### src/rtl/clk_gate_ctrl.sv
// -----------------------------------------------------------------------------
// clk_gate_ctrl
// Per-channel clock-gating controller. Each of NUM_CH channels has a small FSM
// (ON, IDLE, OFF, WAKE) that produces a registered gate enable. That enable
// drives a latch-based glitch-free gate cell on the ungated source clock.
//
// Optional feature macro: CG_TEST_BYPASS_EN
//   When defined, the block adds a test_en input. test_en=1 forces every gate
//   enable high ahead of the gate latch (scan/DFT). The FSMs, gated and
//   wake_ack keep running normally.
//
// Ports
//   clk        in   1            ungated source clock, rising-edge logic
//   rst        in   1            synchronous active-high reset
//   test_en    in   1            (CG_TEST_BYPASS_EN only) force all clocks on
//   sw_en      in   NUM_CH       software enable, 0 = force gated
//   auto_en    in   NUM_CH       allow automatic idle gating
//   idle_thr   in   IDLE_CNT_W   idle cycles before auto gating (shared)
//   busy       in   NUM_CH       channel activity, 1 = needs clock
//   wake_req   in   NUM_CH       4-phase wake request
//   wake_ack   out  NUM_CH       4-phase wake acknowledge (registered)
//   clk_out    out  NUM_CH       gated clocks
//   gated      out  NUM_CH       1 = channel clock stopped (registered)
//   state_dbg  out  2*NUM_CH     per-channel FSM state, channel i at [2i+1:2i]
//                                (0=ON, 1=IDLE, 2=OFF, 3=WAKE)
//
// Wake handshake (4-phase): the master raises wake_req and holds it. The
// channel raises wake_ack only once it is back in ON with its clock running,
// and keeps it high while wake_req stays high. When wake_req falls, wake_ack
// falls one cycle later. There is no valid/ready stream interface here.
// -----------------------------------------------------------------------------
module clk_gate_ctrl #(
    parameter int NUM_CH     = 4,
    parameter int IDLE_CNT_W = 8,
    parameter int WAKE_DLY   = 2
) (
    input  logic                  clk,
    input  logic                  rst,
`ifdef CG_TEST_BYPASS_EN
    input  logic                  test_en,
`endif
    input  logic [NUM_CH-1:0]     sw_en,
    input  logic [NUM_CH-1:0]     auto_en,
    input  logic [IDLE_CNT_W-1:0] idle_thr,
    input  logic [NUM_CH-1:0]     busy,
    input  logic [NUM_CH-1:0]     wake_req,
    output logic [NUM_CH-1:0]     wake_ack,
    output logic [NUM_CH-1:0]     clk_out,
    output logic [NUM_CH-1:0]     gated,
    output logic [2*NUM_CH-1:0]   state_dbg
);

    typedef enum logic [1:0] {
        ST_ON   = 2'd0,
        ST_IDLE = 2'd1,
        ST_OFF  = 2'd2,
        ST_WAKE = 2'd3
    } state_t;

    // The wake counter runs 0 .. WAKE_DLY-1.
    localparam int              WAKE_W    = (WAKE_DLY > 1) ? $clog2(WAKE_DLY) : 1;
    localparam logic [WAKE_W-1:0] WAKE_LAST = WAKE_W'(WAKE_DLY - 1);

    for (genvar i = 0; i < NUM_CH; i++) begin : g_ch
        state_t                state_q, state_d;
        logic [IDLE_CNT_W-1:0] idle_cnt_q, idle_cnt_d;
        logic [WAKE_W-1:0]     wake_cnt_q, wake_cnt_d;
        logic                  en_q, gated_q, ack_q, ack_d;
        logic                  gate_en, en_lat;
        logic                  need_clk;

        // Any reason the channel must have (or regain) its clock.
        assign need_clk = busy[i] | wake_req[i] | ~auto_en[i];

        always_comb begin
            state_d    = state_q;
            idle_cnt_d = idle_cnt_q;
            wake_cnt_d = wake_cnt_q;
            if (!sw_en[i]) begin
                state_d = ST_OFF;
            end else begin
                case (state_q)
                    ST_ON: begin
                        if (auto_en[i] && !busy[i] && !wake_req[i]) begin
                            state_d    = ST_IDLE;
                            idle_cnt_d = '0;
                        end
                    end
                    ST_IDLE: begin
                        // busy has priority over an expiring counter.
                        if (need_clk) begin
                            state_d = ST_ON;
                        end else if (idle_cnt_q >= idle_thr) begin
                            // >= also covers idle_thr being lowered while counting.
                            state_d = ST_OFF;
                        end else begin
                            idle_cnt_d = idle_cnt_q + 1'b1;
                        end
                    end
                    ST_OFF: begin
                        if (need_clk) begin
                            state_d    = ST_WAKE;
                            idle_cnt_d = '0;
                            wake_cnt_d = '0;
                        end
                    end
                    ST_WAKE: begin
                        // Runs to completion; only sw_en=0 or rst can abort.
                        if (wake_cnt_q == WAKE_LAST) begin
                            state_d = ST_ON;
                        end else begin
                            wake_cnt_d = wake_cnt_q + 1'b1;
                        end
                    end
                    default: state_d = ST_ON;
                endcase
            end
        end

        // Ack only from a settled ON state. A request seen in IDLE first moves
        // the channel to ON, then acks on the following cycle.
        assign ack_d = (state_q == ST_ON) && (state_d == ST_ON) && wake_req[i];

        always_ff @(posedge clk) begin
            if (rst) begin
                state_q    <= ST_ON;
                idle_cnt_q <= '0;
                wake_cnt_q <= '0;
                en_q       <= 1'b1;
                gated_q    <= 1'b0;
                ack_q      <= 1'b0;
            end else begin
                state_q    <= state_d;
                idle_cnt_q <= idle_cnt_d;
                wake_cnt_q <= wake_cnt_d;
                en_q       <= (state_d != ST_OFF);
                gated_q    <= (state_d == ST_OFF);
                ack_q      <= ack_d;
            end
        end

`ifdef CG_TEST_BYPASS_EN
        assign gate_en = en_q | test_en;
`else
        assign gate_en = en_q;
`endif

        // Glitch-free gate: the enable is captured only while clk is low, so
        // it can never change during a high phase of clk_out.
        always_latch begin
            if (!clk) begin
                en_lat <= gate_en;
            end
        end

        assign clk_out[i]           = clk & en_lat;
        assign gated[i]             = gated_q;
        assign wake_ack[i]          = ack_q;
        assign state_dbg[2*i +: 2]  = state_q;
    end

endmodule

### config.mk
export PLATFORM = sky130hd
export DESIGN_NAME = clk_gate_ctrl
export DESIGN_NICKNAME = d
export VERILOG_FILES = /design/src/rtl/clk_gate_ctrl.sv
export SDC_FILE = /design/constraint.sdc
export NUM_CORES = 1
export LEC_CHECK = 0
export ABC_CLOCK_PERIOD_IN_PS = 6390
export CAP_MARGIN = 0
export CORE_MARGIN = 5
export CORE_UTILIZATION = 45
export CTS_CLUSTER_DIAMETER = 40
export DETAILED_ROUTE_END_ITERATION = 8
export GPL_TIMING_DRIVEN = 0
export PLACE_DENSITY = 0.67
export SLEW_MARGIN = 20
export SYNTH_ARGS = -nofsm -noshare
export SYNTH_HDL_FRONTEND = slang
export SYNTH_SLANG_ARGS = --single-unit
### constraint.sdc
create_clock -name clk -period 6.39 [get_ports clk]
set_input_delay 0.9585 -clock clk [delete_from_list [all_inputs] [get_ports clk]]
set_output_delay 0.9585 -clock clk [all_outputs]
set_load 0.05 [all_outputs]
==> results of run 1 <==
sequential cells by signal, summed over array words and instances, names as in the netlist:
name and flops:
g_ch.idle_cnt_q 32, g_ch.state_q 8, g_ch.ack_q 4, g_ch.en_lat 4, g_ch.en_q 4, g_ch.gated_q 4
g_ch.wake_cnt_q 4
cell usage after synthesis (all sizes together) (2+ instances only):
cell type,count
nand3b,3
o211ai,4
a31oi,6
nor4b,5
and2,9
xor2,3
dlxtn,4
inv,22
xnor2,7
clkbuf,7
buf,11
o21a,3
o21ai,36
nor2b,2
ha,36
or4,4
a211oi,3
nor2,34
a21o,4
dfxtp,56
a21oi,33
nor3b,5
a311oi,2
nand4,10
a41oi,2
or3,13
nand2,38
nand3,16
and3,2
nand2b,5
o31ai,5
nor3,3
area by class of cell:
| class | count | area (sq um) |
|---|---|---|
| Fill cell | 722 | 3340 |
| Multi-Input combinational cell | 310 | 2080 |
| Sequential cell | 60 | 1180 |
| Timing Repair Buffer | 39 | 390 |
| Clock buffer | 21 | 254 |
| Tap cell | 102 | 128 |
| Buffer | 18 | 108 |
| Inverter | 22 | 82.6 |
| Clock inverter | 4 | 47.5 |
worst max-delay path, cell delays in order, from the launching register on:
cell,delay (ns)
dlxtn_1,0.38
and2_1,0.11
clkdlybuf4s50_1,0.79
stage by stage:
step           utilization [%]  total power, uW
6_report                  56.2             1070
5_1_grt                   56.2             1120
2_1_floorplan                -              561
4_1_cts                   56.2             1090
3_3_place_gp              52.7              639
3_5_place_dp              52.7              643
where the power goes:
part	total, uW	internal, uW	switching [uW]
Sequential	384	378	6.39
Combinational	127	50.6	76.0
Clock	560	299	261
Total	1070	727	343
metal layers:
layer / global-route usage, % / part of all wire [%] / routed length (um) / up-vias
li1: - / - / - / 1599
met1: 20.7 / 44 / 3580 / 1485
met2: 29.2 / 48 / 3930 / 101
met3: 6.25 / 5.5 / 456 / 27
met4: 9.58 / 3.0 / 248 / 0
met5: 0 / 0 / 0 / -
cells by family after synthesis:
family	count (synthesis)	synth area share, %
flops	56	32.5
latches	4	1.74
fa+ha+maj	36	13.0
mux	1	0.290
buf+inv	40	5.51
simple gates	154	24.4
compound gates	109	20.0
xor+xnor	10	2.54
how the worst max path moves through the flow:
| stage | slack, ns | depth (start not counted) | end | from |
|---|---|---|---|---|
| 2_1_floorplan | 1.45 | 1 | clk_out[0] | g_ch[0].en_lat$_DLATCH_N_ |
| 3_3_place_gp | 0.98 | 2 | clk_out[2] | g_ch[2].en_lat$_DLATCH_N_ |
| 3_5_place_dp | 0.97 | 2 | clk_out[2] | g_ch[2].en_lat$_DLATCH_N_ |
| 4_1_cts | 0.47 | 2 | clk_out[2] | g_ch[2].en_lat$_DLATCH_N_ |
| 5_1_grt | 0.42 | 2 | clk_out[2] | g_ch[2].en_lat$_DLATCH_N_ |
| 6_report | 0.50 | 2 | clk_out[2] | g_ch[2].en_lat$_DLATCH_N_ |
==> run metrics, run 1 <==
initial antenna violation count 0; layout cell share with drive strength beyond 1 9.70%; post-cts sizing count 0; hold_sp g_ch[1].en_q$_SDFF_PP1_; DP Cell Count 555; Final Slew Violations 0; Yosys top cell by area dfxtp_1; area share of the largest cell type after synthesis 32.5%; Post-Syn Area per Cell 8.42 sq um; global route total overflow 0; main area contributors after synthesis dfxtp_1, ha_1, a21oi_1; Initial Utilization 45.4%; worst path required time 5.43 ns; Routed WL 8220 um; most frequent cells in the layout dfxtp_1, clkdlybuf4s50_1, nand2_1, ha_1, nor2_1; Placed Area 4010 sq um; largest net degree at the start of global routing 11; Die Y 97.6 um; hold slack 0.391 ns; Nets 530; Primary FF master, synth dfxtp_1; CP endpoint kind primary output; P_leak 0.00164 uW; Post-CTS Setup Inserts 0; R2R depth 0; core footprint 7610 sq um; Post-CTS Hold Buffers 0; Clock Skews 0.00743 ns; Pre-antenna DRT Iters 4; Cells after Synth 410; drt drc 0; Top Ports 46; diode count 0; Max VDD drop 198 uV; Seq cells post-synth 60; Critical R2R Capture g_ch[2].en_lat$_DLATCH_N_; pwr dens 251 nW/um^2; Worst-Margin Slew 0.750 ns; Yosys warnings 0; Worst Path Arrival 4.93 ns; Max-Cap Viols 0; Unique masters post-synth 61; Setup violations, final 0; crit path launch type latch; Avg Vias per Cell 5.58; RR Startpoint g_ch[2].en_q$_SDFF_PP1_; CTS tree done; first-pass GRT wire length 14,100 um; Port Buffers 43; Hold WC Path Type reg -> latch; worst setup margin 0.497 ns; vias in the first global route 3,103; vias 3,212; Slew HR 49.5%; clk slew on worst S/H paths 0.06 ns; Synth-to-Final Area Change 23.7%; post-synthesis async set-or-reset flop share 0%; die footprint 9520 sq um; Cell Count, Final, Fillers Out 576; GRT Total Usage 18.0%; Crit Path Max Fanout 1; syn nets 472; Worst R2R Setup Slack 2.89 ns; Post-Syn Area 3450 sq um; Design Area, Final 4270 sq um; antenna viol nets, final 0; endpoints failing hold 0; setup TNS 0 ns; wire length per cell 14.3 um; number of flops mapped to enable cells by yosys 0; post-place setup slack 0.974 ns; 1st-iter DRT viols 108; HPWL after DPL 5870 um; kind of critical path latch -> out; Std-Cell Rows 32; DIE WIDTH 97.6 um; GP Congestion 0.817; RSZ-0062 raised after global routing false; commonest non-fill, non-tap cell in the layout dfxtp_1; status finished clean; Hold Path End g_ch[1].en_lat$_DLATCH_N_; Hold Path Depth 0; Clock Latency Late Sink 0.45 ns
Power figures use the tool's default switching activity.
==> run 2: changes to the inputs <==
- RECOVER_POWER: default -> 50
- SLEW_MARGIN: 20 -> 25
==> run 2 against run 1 <==
  * Die area did not move
  * Critical path type unchanged
  * Critical endpoint unchanged
  * Critical path depth did not move
  * Register-to-register slack barely moved
  * Largest power group unchanged
  * Power fell by 0.25%
  * Sequential share of layout area rose by 0.098 points
==> run metrics, run 2 (synthesized netlist as in run 1, its figures left out) <==
status finished clean; first-pass GRT wire length 14,100 um; clock network power share 52.5%; setup TNS 0 ns; Max-Cap Viols 0; DIE WIDTH 97.6 um; max reg flops 32; kind of critical path latch -> out; global route total overflow 0; Clock Skews 0.00533 ns; Max VDD drop 199 uV; GP Congestion 0.817; Avg Vias per Cell 5.55; Top Ports 46; Worst-Margin Slew 0.746 ns; Worst Path Arrival 4.94 ns; Flop pwr share 35.9%; # fillers 725; wire length per cell 14.2 um; HPWL after DPL 5870 um; pwr dens 251 nW/um^2; Pre-antenna DRT Iters 5; die footprint 9520 sq um; drt drc 0; layout cell share with drive strength beyond 1 9.07%; Setup violations, final 0; worst setup margin 0.493 ns; initial antenna violation count 0; vias 3,199; Biggest register g_ch.idle_cnt_q; 1st-iter DRT viols 121; Nets 530; Die Y 97.6 um; CP endpoint kind primary output; most frequent cells in the layout dfxtp_1, nand2_1, ha_1, o21ai_0; core footprint 7610 sq um; Synth-to-Final Area Change 23.3%; Int Pwr 724 uW; endpoints failing hold 0; Hold WC Path Type reg -> latch; worst path required time 5.43 ns; NetSw 343 uW; Initial Utilization 45.4%; top flop regs g_ch.idle_cnt_q: 32 flops, g_ch.state_q: 8 flops; crit path launch type latch; RSZ-0062 raised after global routing false; P_leak 0.00168 uW; Crit Path Max Fanout 1; hold slack 0.391 ns; clk slew on worst S/H paths 0.06 ns; Comb power frac 11.5%; Slew HR 49.8%; Post-CTS Setup Inserts 0; post-layout util 56.0%; antenna viol nets, final 0; diode count 0; CTS tree done; largest net degree at the start of global routing 11; Routed WL 8170 um; Clock Latency Late Sink 0.45 ns; GRT Total Usage 18.0%; Post-CTS Hold Buffers 0; Port Buffers 43; post-cts sizing count 0; vias in the first global route 3,103; Final Slew Violations 0; commonest non-fill, non-tap cell in the layout dfxtp_1; Std-Cell Rows 32; post-place setup slack 0.974 ns; Sw Ratio 32.1%
==> run 2: critical path, cell delays in order, from the launching register on <==
cell and delay, ns:
dlxtn_1 0.38, and2_1 0.11, clkdlybuf4s50_1 0.79
==> run 2: path summary, 6_finish.rpt <==
kind | from | slack (ns) | end | depth (start not counted)
worst max-delay path | g_ch[2].en_lat$_DLATCH_N_ | 0.49 | clk_out[2] | 2
worst min-delay path | g_ch[1].en_q$_SDFF_PP1_ | 0.39 | g_ch[1].en_lat$_DLATCH_N_ | 0
worst max register to register | g_ch[2].en_q$_SDFF_PP1_ | 2.89 | g_ch[2].en_lat$_DLATCH_N_ | 0
worst min register to register | g_ch[1].en_q$_SDFF_PP1_ | 0.39 | g_ch[1].en_lat$_DLATCH_N_ | 0
==> run 2: cell type report <==
| type | count | area (sq um) | area share, % |
|---|---|---|---|
| flip-flops and latches | 60 | 1180 | 27.7 |
| multi-input cells | 310 | 2070 | 48.5 |
| clock buffers | 21 | 254 | 5.97 |
| repair buffers | 39 | 390 | 9.17 |
| well taps | 102 | 128 | 3.00 |
| clock inverters | 4 | 47.5 | 1.12 |
| plain buffers | 18 | 108 | 2.53 |
| inverters | 22 | 82.6 | 1.94 |
==> run 2: per-layer routing <==
metal | vias up | track usage [%] | part of all wire [%]
li1 | 1601 | - | -
met1 | 1480 | 20.7 | 43
met2 | 95 | 29.2 | 48
met3 | 23 | 6.25 | 5.7
met4 | 0 | 9.58 | 2.9
met5 | - | 0 | 0
==> run 2: power groups by stage <==
stage	Combinational (uW)	Sequential, uW	Clock, uW
final	123	384	561
after global routing	136	385	594
after CTS	127	384	576
after detailed placement	126	392	124
after global placement	124	392	124
after floorplan	72.1	401	87.7
==> run 2: per-stage QoR <==
step,cell area [sq um],total power (uW),instances
detailed placement,4010,643,555
global placement,4010,639,555
CTS,4270,1090,576
finish,4260,1070,576
floorplan,3450,561,410
global route,4260,1110,576
